[src/rtl/lc3_mem_arbiter.sv]
// Two-port arbiter/sequencer for the LC3 single-port memory (CPU path + loader/debug port).
// Define LC3_ARB_ROUND_ROBIN_EN for round-robin tie-breaking; otherwise the CPU always wins ties.
`timescale 1ns/1ps
module lc3_mem_arbiter #(
    parameter int ADDR_W  = 16,
    parameter int DATA_W  = 16,
    parameter int MEM_LAT = 1
) (
    input  logic              clk,
    input  logic              reset,
    input  logic              cpu_req,
    input  logic              cpu_we,
    input  logic [ADDR_W-1:0] cpu_addr,
    input  logic [DATA_W-1:0] cpu_wdata,
    output logic              cpu_ack,
    input  logic              ld_req,
    input  logic              ld_we,
    input  logic [ADDR_W-1:0] ld_addr,
    input  logic [DATA_W-1:0] ld_wdata,
    output logic              ld_ack,
    output logic [DATA_W-1:0] rdata,
    output logic              mem_en,
    output logic              mem_we,
    output logic [ADDR_W-1:0] mem_addr,
    output logic [DATA_W-1:0] mem_wdata,
    input  logic [DATA_W-1:0] mem_rdata,
    output logic              busy
);

`ifdef LC3_ARB_ROUND_ROBIN_EN
    localparam bit RoundRobin = 1'b1;
`else
    localparam bit RoundRobin = 1'b0;
`endif

    localparam logic [2:0] LatInit = 3'(MEM_LAT);

    typedef enum logic [1:0] {IDLE, ACCESS, WAIT, RESP} state_t;

    state_t              state;
    state_t              stateNext;
    logic                ownerLd;
    logic                latWe;
    logic [ADDR_W-1:0]   latAddr;
    logic [DATA_W-1:0]   latWdata;
    logic [2:0]          cnt;
    logic                lastGrantLd;
    logic [DATA_W-1:0]   rdataReg;
    logic                grant;
    logic                grantLd;

    // On a tie, round-robin favours whoever was not served last; fixed priority favours the CPU.
    function automatic logic tieToLoader(input logic lastLd);
        return RoundRobin ? !lastLd : 1'b0;
    endfunction

    always_comb begin
        grant     = 1'b0;
        grantLd   = 1'b0;
        stateNext = state;
        cpu_ack   = 1'b0;
        ld_ack    = 1'b0;
        mem_en    = 1'b0;
        mem_we    = 1'b0;
        case (state)
            IDLE: begin
                if (cpu_req && ld_req) begin
                    grant   = 1'b1;
                    grantLd = tieToLoader(lastGrantLd);
                end else if (cpu_req) begin
                    grant   = 1'b1;
                end else if (ld_req) begin
                    grant   = 1'b1;
                    grantLd = 1'b1;
                end
                if (grant) stateNext = ACCESS;
            end
            ACCESS: begin
                mem_en    = 1'b1;
                mem_we    = latWe;
                stateNext = latWe ? RESP : WAIT;
            end
            WAIT: begin
                if (cnt == 3'd1) stateNext = RESP;
            end
            RESP: begin
                cpu_ack   = !ownerLd;
                ld_ack    = ownerLd;
                stateNext = IDLE;
            end
            default: stateNext = IDLE;
        endcase
    end

    always_ff @(posedge clk) begin
        if (reset) begin
            state       <= IDLE;
            ownerLd     <= 1'b0;
            latWe       <= 1'b0;
            latAddr     <= '0;
            latWdata    <= '0;
            cnt         <= '0;
            lastGrantLd <= 1'b1;
            rdataReg    <= '0;
        end else begin
            state <= stateNext;
            case (state)
                IDLE: begin
                    if (grant) begin
                        ownerLd  <= grantLd;
                        latWe    <= grantLd ? ld_we : cpu_we;
                        latAddr  <= grantLd ? ld_addr : cpu_addr;
                        latWdata <= grantLd ? ld_wdata : cpu_wdata;
                    end
                end
                ACCESS: begin
                    if (!latWe) cnt <= LatInit;
                end
                WAIT: begin
                    // Memory data is valid in the last WAIT cycle, when the count reaches 1.
                    cnt <= cnt - 3'd1;
                    if (cnt == 3'd1) rdataReg <= mem_rdata;
                end
                RESP: begin
                    lastGrantLd <= ownerLd;
                end
                default: ;
            endcase
        end
    end

    assign mem_addr  = latAddr;
    assign mem_wdata = latWdata;
    assign rdata     = rdataReg;
    assign busy      = (state != IDLE);

endmodule

[config.mk]
export PLATFORM = sky130hd
export DESIGN_NAME = lc3_mem_arbiter
export DESIGN_NICKNAME = d
export VERILOG_FILES = /design/src/rtl/lc3_mem_arbiter.sv
export SDC_FILE = /design/constraint.sdc
export NUM_CORES = 1
export LEC_CHECK = 0
export CORE_UTILIZATION = 43
export DETAILED_ROUTE_END_ITERATION = 8
export PLACE_DENSITY = 0.83
export SLEW_MARGIN = 10
export SYNTH_ARGS = -nofsm -noshare
export SYNTH_HDL_FRONTEND = slang
export SYNTH_SLANG_ARGS = --single-unit
[constraint.sdc]
create_clock -name clk -period 2.5 [get_ports clk]
set_input_delay 0.25 -clock clk [delete_from_list [all_inputs] [get_ports clk]]
set_output_delay 0.25 -clock clk [all_outputs]
set_load 0.01 [all_outputs]
After elaboration in Yosys (flattened, before gate mapping)
Index checks and enable logic that the tools add are counted.
{"block": "totals", "reg_bits": 55, "in_bits": 86, "output_inout_bits": 53, "word_cells": 45}
{"block": "op_classes", "n_addsub": 1, "n_eq_ne": 7, "mux": 21, "n_reduce_logical": 9}
{"op": "16-bit 2-to-1 mux", "n": 2}
{"op": "1-bit 2-to-1 mux", "n": 14}
{"op": "2-bit one-hot mux with 4 select lines", "n": 1}
{"op": "2-bit AND reduction", "n": 4}
{"op": "2-bit != test, second input constant", "n": 3}
{"op": "3-bit one-hot mux with 2 select lines", "n": 1}
{"op": "2-bit == test, second input constant", "n": 2}
{"op": "2-bit 2-to-1 mux", "n": 2}
{"op": "2-bit nonzero test", "n": 2}
{"op": "3-bit by 1-bit == test with 1-bit output, second input constant", "n": 1}
{"op": "3-bit 2-to-1 mux", "n": 1}
{"op": "3-bit by 1-bit subtractor with 3-bit output, second input constant", "n": 1}
{"op": "2-bit by 1-bit == test with 1-bit output, second input constant", "n": 1}
{"op": "2-bit zero test", "n": 1}
{"op": "1-bit logical AND", "n": 1}
{"op": "1-bit zero test", "n": 1}

Depth between registers and ports, before layout
{"block": "depth", "word_depth": 6, "mapped_depth": 8, "mapped_depth_nobuf": 6}

Least setup slack after synthesis
OpenSTA, ideal clock, no wires.
{"block": "synth_timing", "kind": "reg-to-reg", "startpoint": "reg state[0]", "endpoint": "reg latWe", "setup_time_ns": 0.146, "t_arrival_ns": 1.403, "t_required_ns": 2.354, "path_slack_ns": 0.951, "stages_incl_launch_ff": 8, "n_path_buf": 2, "period_less_slack_ns": 1.549, "path_cell_list": "dfxtp_1 -> inv_1 -> ha_1 -> and3b_1 -> buf_6 -> buf_8 -> a21oi_2 -> a211oi_2"}
{"block": "synth_via", "elab_chain_cells": 3, "elab_cells_between_ends": 5, "classes_between": "mux: 3; reduce/logical: 2"}
{"element": "start: declaration", "line": "40", "source": "state_t state;"}
{"element": "start signal: assignment", "line": "106", "source": "state <= stateNext;"}
{"element": "2-bit zero test *", "line": "65, 107"}
{"element": "1-bit 2-to-1 mux", "line": "65", "source": "case (state)"}
{"element": "1-bit 2-to-1 mux / 2-bit AND reduction (equally long branches)"}
{"element": "end signal: assignment", "line": "111", "source": "latWe <= grantLd ? ld_we : cpu_we;"}
{"element": "end: declaration", "line": "43", "source": "logic latWe;"}
Every way passes the cells marked *; elsewhere a longest branch is shown, timed or not.
A chain may end at the register's enable or synchronous reset.

Worst setup path after layout
{"block": "layout_timing", "startpoint": "reg state[1]", "endpoint": "out mem_we"}
{"block": "layout_via", "elab_chain_cells": 2}
{"element": "2-bit by 1-bit == test with 1-bit output", "line": "65"}
{"element": "1-bit 2-to-1 mux", "line": "65"}
{"element": "end: declaration", "line": "23", "source": "output logic mem_we,"}
No other way between the ends.

==> metrics.txt <==
outcome complete, no violations; FF+latch count, synth between 50 and 60; leak pwr 0.001543 µW; Core Rows 28; Vias/cell 5.163; layout cell share with drive strength beyond 1 0.1659; R2R setup slack approximately 0.70 ns; Ys Warns 0; RR Endpoint mem_addr[14]; # Post-CTS Setup Buffers 0; vias after detailed routing between 2000 and 3000; H-tree Lvls 2; fin area 4189 µm²; cell mode on critical path inv_1; Max-Cap Viols 0; GRT Util Overall 0.2377; die height 81.21 µm; drt wl/cell roughly 15 µm; min cycle time layout 2.102 ns; CTS root buf clkbuf_8; endpoints failing hold 0; Routed WL approximately 7700 µm; I/O Pins roughly 140; ant diodes 0; Least-Margin Pin Slew just over 0.7 ns; Remaining DRCs 0; crit path capture mem_we; crit-path max cell delay around 0.56 ns; critical path class flop to output port; Pre-antenna DRT Iters 4; Synthesized Nets roughly 400; post-layout util 0.6992; Layout Area Growth over Synthesis 55.29%; worst relative slew slack 0.5214; CTS Buffer Depth 2; ANT nets after route 0; Main synth FF type dfxtp_1; Final period util 0.8408; DIE AREA between 6000 and 7000 µm²; Netlist cell types 29; die span in x roughly 81 µm; fmax 475.8 MHz; placed inst area ~4000 µm²; DR iter-0 viols slightly above 90; number of gates resized after CTS 0; ys async rst share 0; I/O Buffers 138; global-route congestion overflow total 0; cells after synthesis a little over 300; Worst Setup Start Kind flop; critical path peak fanout 5; R2R depth 6; unrepaired setup endpoints after global routing no; clk_skew 0.005891 ns; total power 3809 µW; CTS clk-pin slew, worst paths about 0.10 ns; CTS Buf Count 5; worst setup path startpoint state[1]; sequential area share after synthesis 0.4082; antenna violations before repair 0; Worst EP arrival around 1.9 ns; EDFF count, synth 0; number of global-route vias before repair 2516; Initial Util 0.4503; endpoints failing setup 0; hold slack ~0.46 ns; core area 5991 µm²; P per Cell Area 909.3 nW/µm²; Worst Path Required roughly 2.3 ns; Reg2Reg Launch Point state[0]; first-pass GRT wire length around 12000 µm; crit end category output port; setup TNS 0 ns; Slowest-stage cell, CP clkdlybuf4s50_1; HPWL after detailed placement ~5500 µm; largest net degree at the start of global routing 35; gpl congestion 0.7854; CTS tree yes; Worst Hold Class flop to flop; Mapped Area around 2700 µm²; # nets final ~530; clock latency on the worst-skew pair 0.31 ns; Hold Buf Count CTS 0; CTS Sinks 55; critical path, cell by cell inv_1, ha_1, nand2_1, inv_1, clkdlybuf4s50_1; max-slew violation count 0; Synth Area per Inst 8.816 µm²; Worst VDD drop approximately 0.46 mV
-- power by group --
part	total (µW)	leakage, µW	internal, µW	switching [µW]
Clock	488	0.0000422	198	290
Combinational	2080	0.00105	1010	1060
Sequential	1250	0.000453	1110	137
Total	3810	0.00154	2320	1490
-- logic make-up (layout without fill, tap and decap cells) --
kind of cell    after synthesis  in the layout  share of synthesized area
compound gates               95             95                     0.3098
simple gates                119            119                     0.1841
fa+ha+maj                     7              7                    0.03247
mux                           1              1                   0.003711
buf+inv                      29            157                    0.06168
flops                        55             55                     0.4082
-- per-layer routing --
metal	track usage	part of all wire	vias up	routed length [µm]
li1	-	-	1297	-
met4	0.05714	0.0092	0	70
met5	0	0	-	0
met2	0.3966	0.45	108	3461
met3	0.09775	0.10	6	779
met1	0.2823	0.44	1217	3338
-- worst min path at each step --
stage            startpoint        end  slack (ns)  depth (start not counted)
4_1_cts           rdata[12]  rdata[12]        0.46                          2
2_1_floorplan  mem_rdata[0]   rdata[0]        0.39                          2
6_report          rdata[12]  rdata[12]        0.46                          2
5_1_grt        mem_rdata[4]   rdata[4]        0.47                          3
3_3_place_gp      rdata[14]  rdata[14]        0.44                          2
3_5_place_dp      rdata[12]  rdata[12]        0.45                          2
-- critical path: cells and delay by family, from the launching register on --
kind | cells | cell delay [ns]
buf+inv | 3 | 0.82
flops | 1 | 0.36
fa+ha+maj | 1 | 0.21
simple gates | 1 | 0.15
-- through the flow --
step / std cells / worst slack [ns]
CTS: 509 / 0.3754
finish: 509 / 0.3981
global route: 509 / 0.2446
detailed placement: 501 / 0.6125
floorplan: 306 / 0.9512
global placement: 501 / 0.6693
-- layout make-up --
| class | instances | area, µm² |
|---|---|---|
| fillers | 474 | 1802 |
| repair buffers | 143 | 1451 |
| multi-input cells | 222 | 1439 |
| flip-flops and latches | 55 | 1101 |
| well taps | 75 | 93.84 |
| clock buffers | 7 | 76.32 |
| inverters | 6 | 22.52 |
| clock inverters | 1 | 5.005 |
-- placed cells by master, fill, tap and decap left out --
cell type,count
o21a_1,2
clkbuf_8,5
a211oi_1,4
nand2_1,66
o21ai_0,3
and3b_1,1
mux2i_1,1
a211oi_2,29
clkbuf_1,2
o21ai_4,1
buf_2,1
a21oi_1,23
a311oi_1,2
nor4b_1,1
buf_12,3
dfxtp_1,55
nor2b_1,4
a21oi_2,29
a22oi_1,1
buf_4,2
clkdlybuf4s50_1,137
ha_1,7
and2_1,1
clkinv_2,1
and3b_2,1
inv_1,6
nand3b_1,3
a311o_1,1
nor2_1,37
nor3_1,1
nand2b_1,4
-- Yosys cell counts (3+ instances only) --
library cell | instances | share of area
nand2_1 | 66 | 0.092
a211oi_2 | 29 | 0.13
buf_8 | 3 | 0.017
a21oi_2 | 29 | 0.094
nor2_1 | 37 | 0.051
buf_2 | 12 | 0.022
nand2b_1 | 4 | 0.0093
a211oi_1 | 4 | 0.011
nand3b_1 | 3 | 0.0083
dfxtp_1 | 55 | 0.41
clkbuf_1 | 4 | 0.0056
a21oi_1 | 23 | 0.043
ha_1 | 7 | 0.032
o21ai_0 | 3 | 0.0056
nor2b_1 | 4 | 0.0093
inv_1 | 6 | 0.0083
-- flip-flops by register name, summed over array words and instances (netlist names) --
name,count
state,2
mem_wdata,16
latWe,1
rdata,16
cnt,3
ownerLd,1
mem_addr,16
Power figures use the tool's default switching activity.
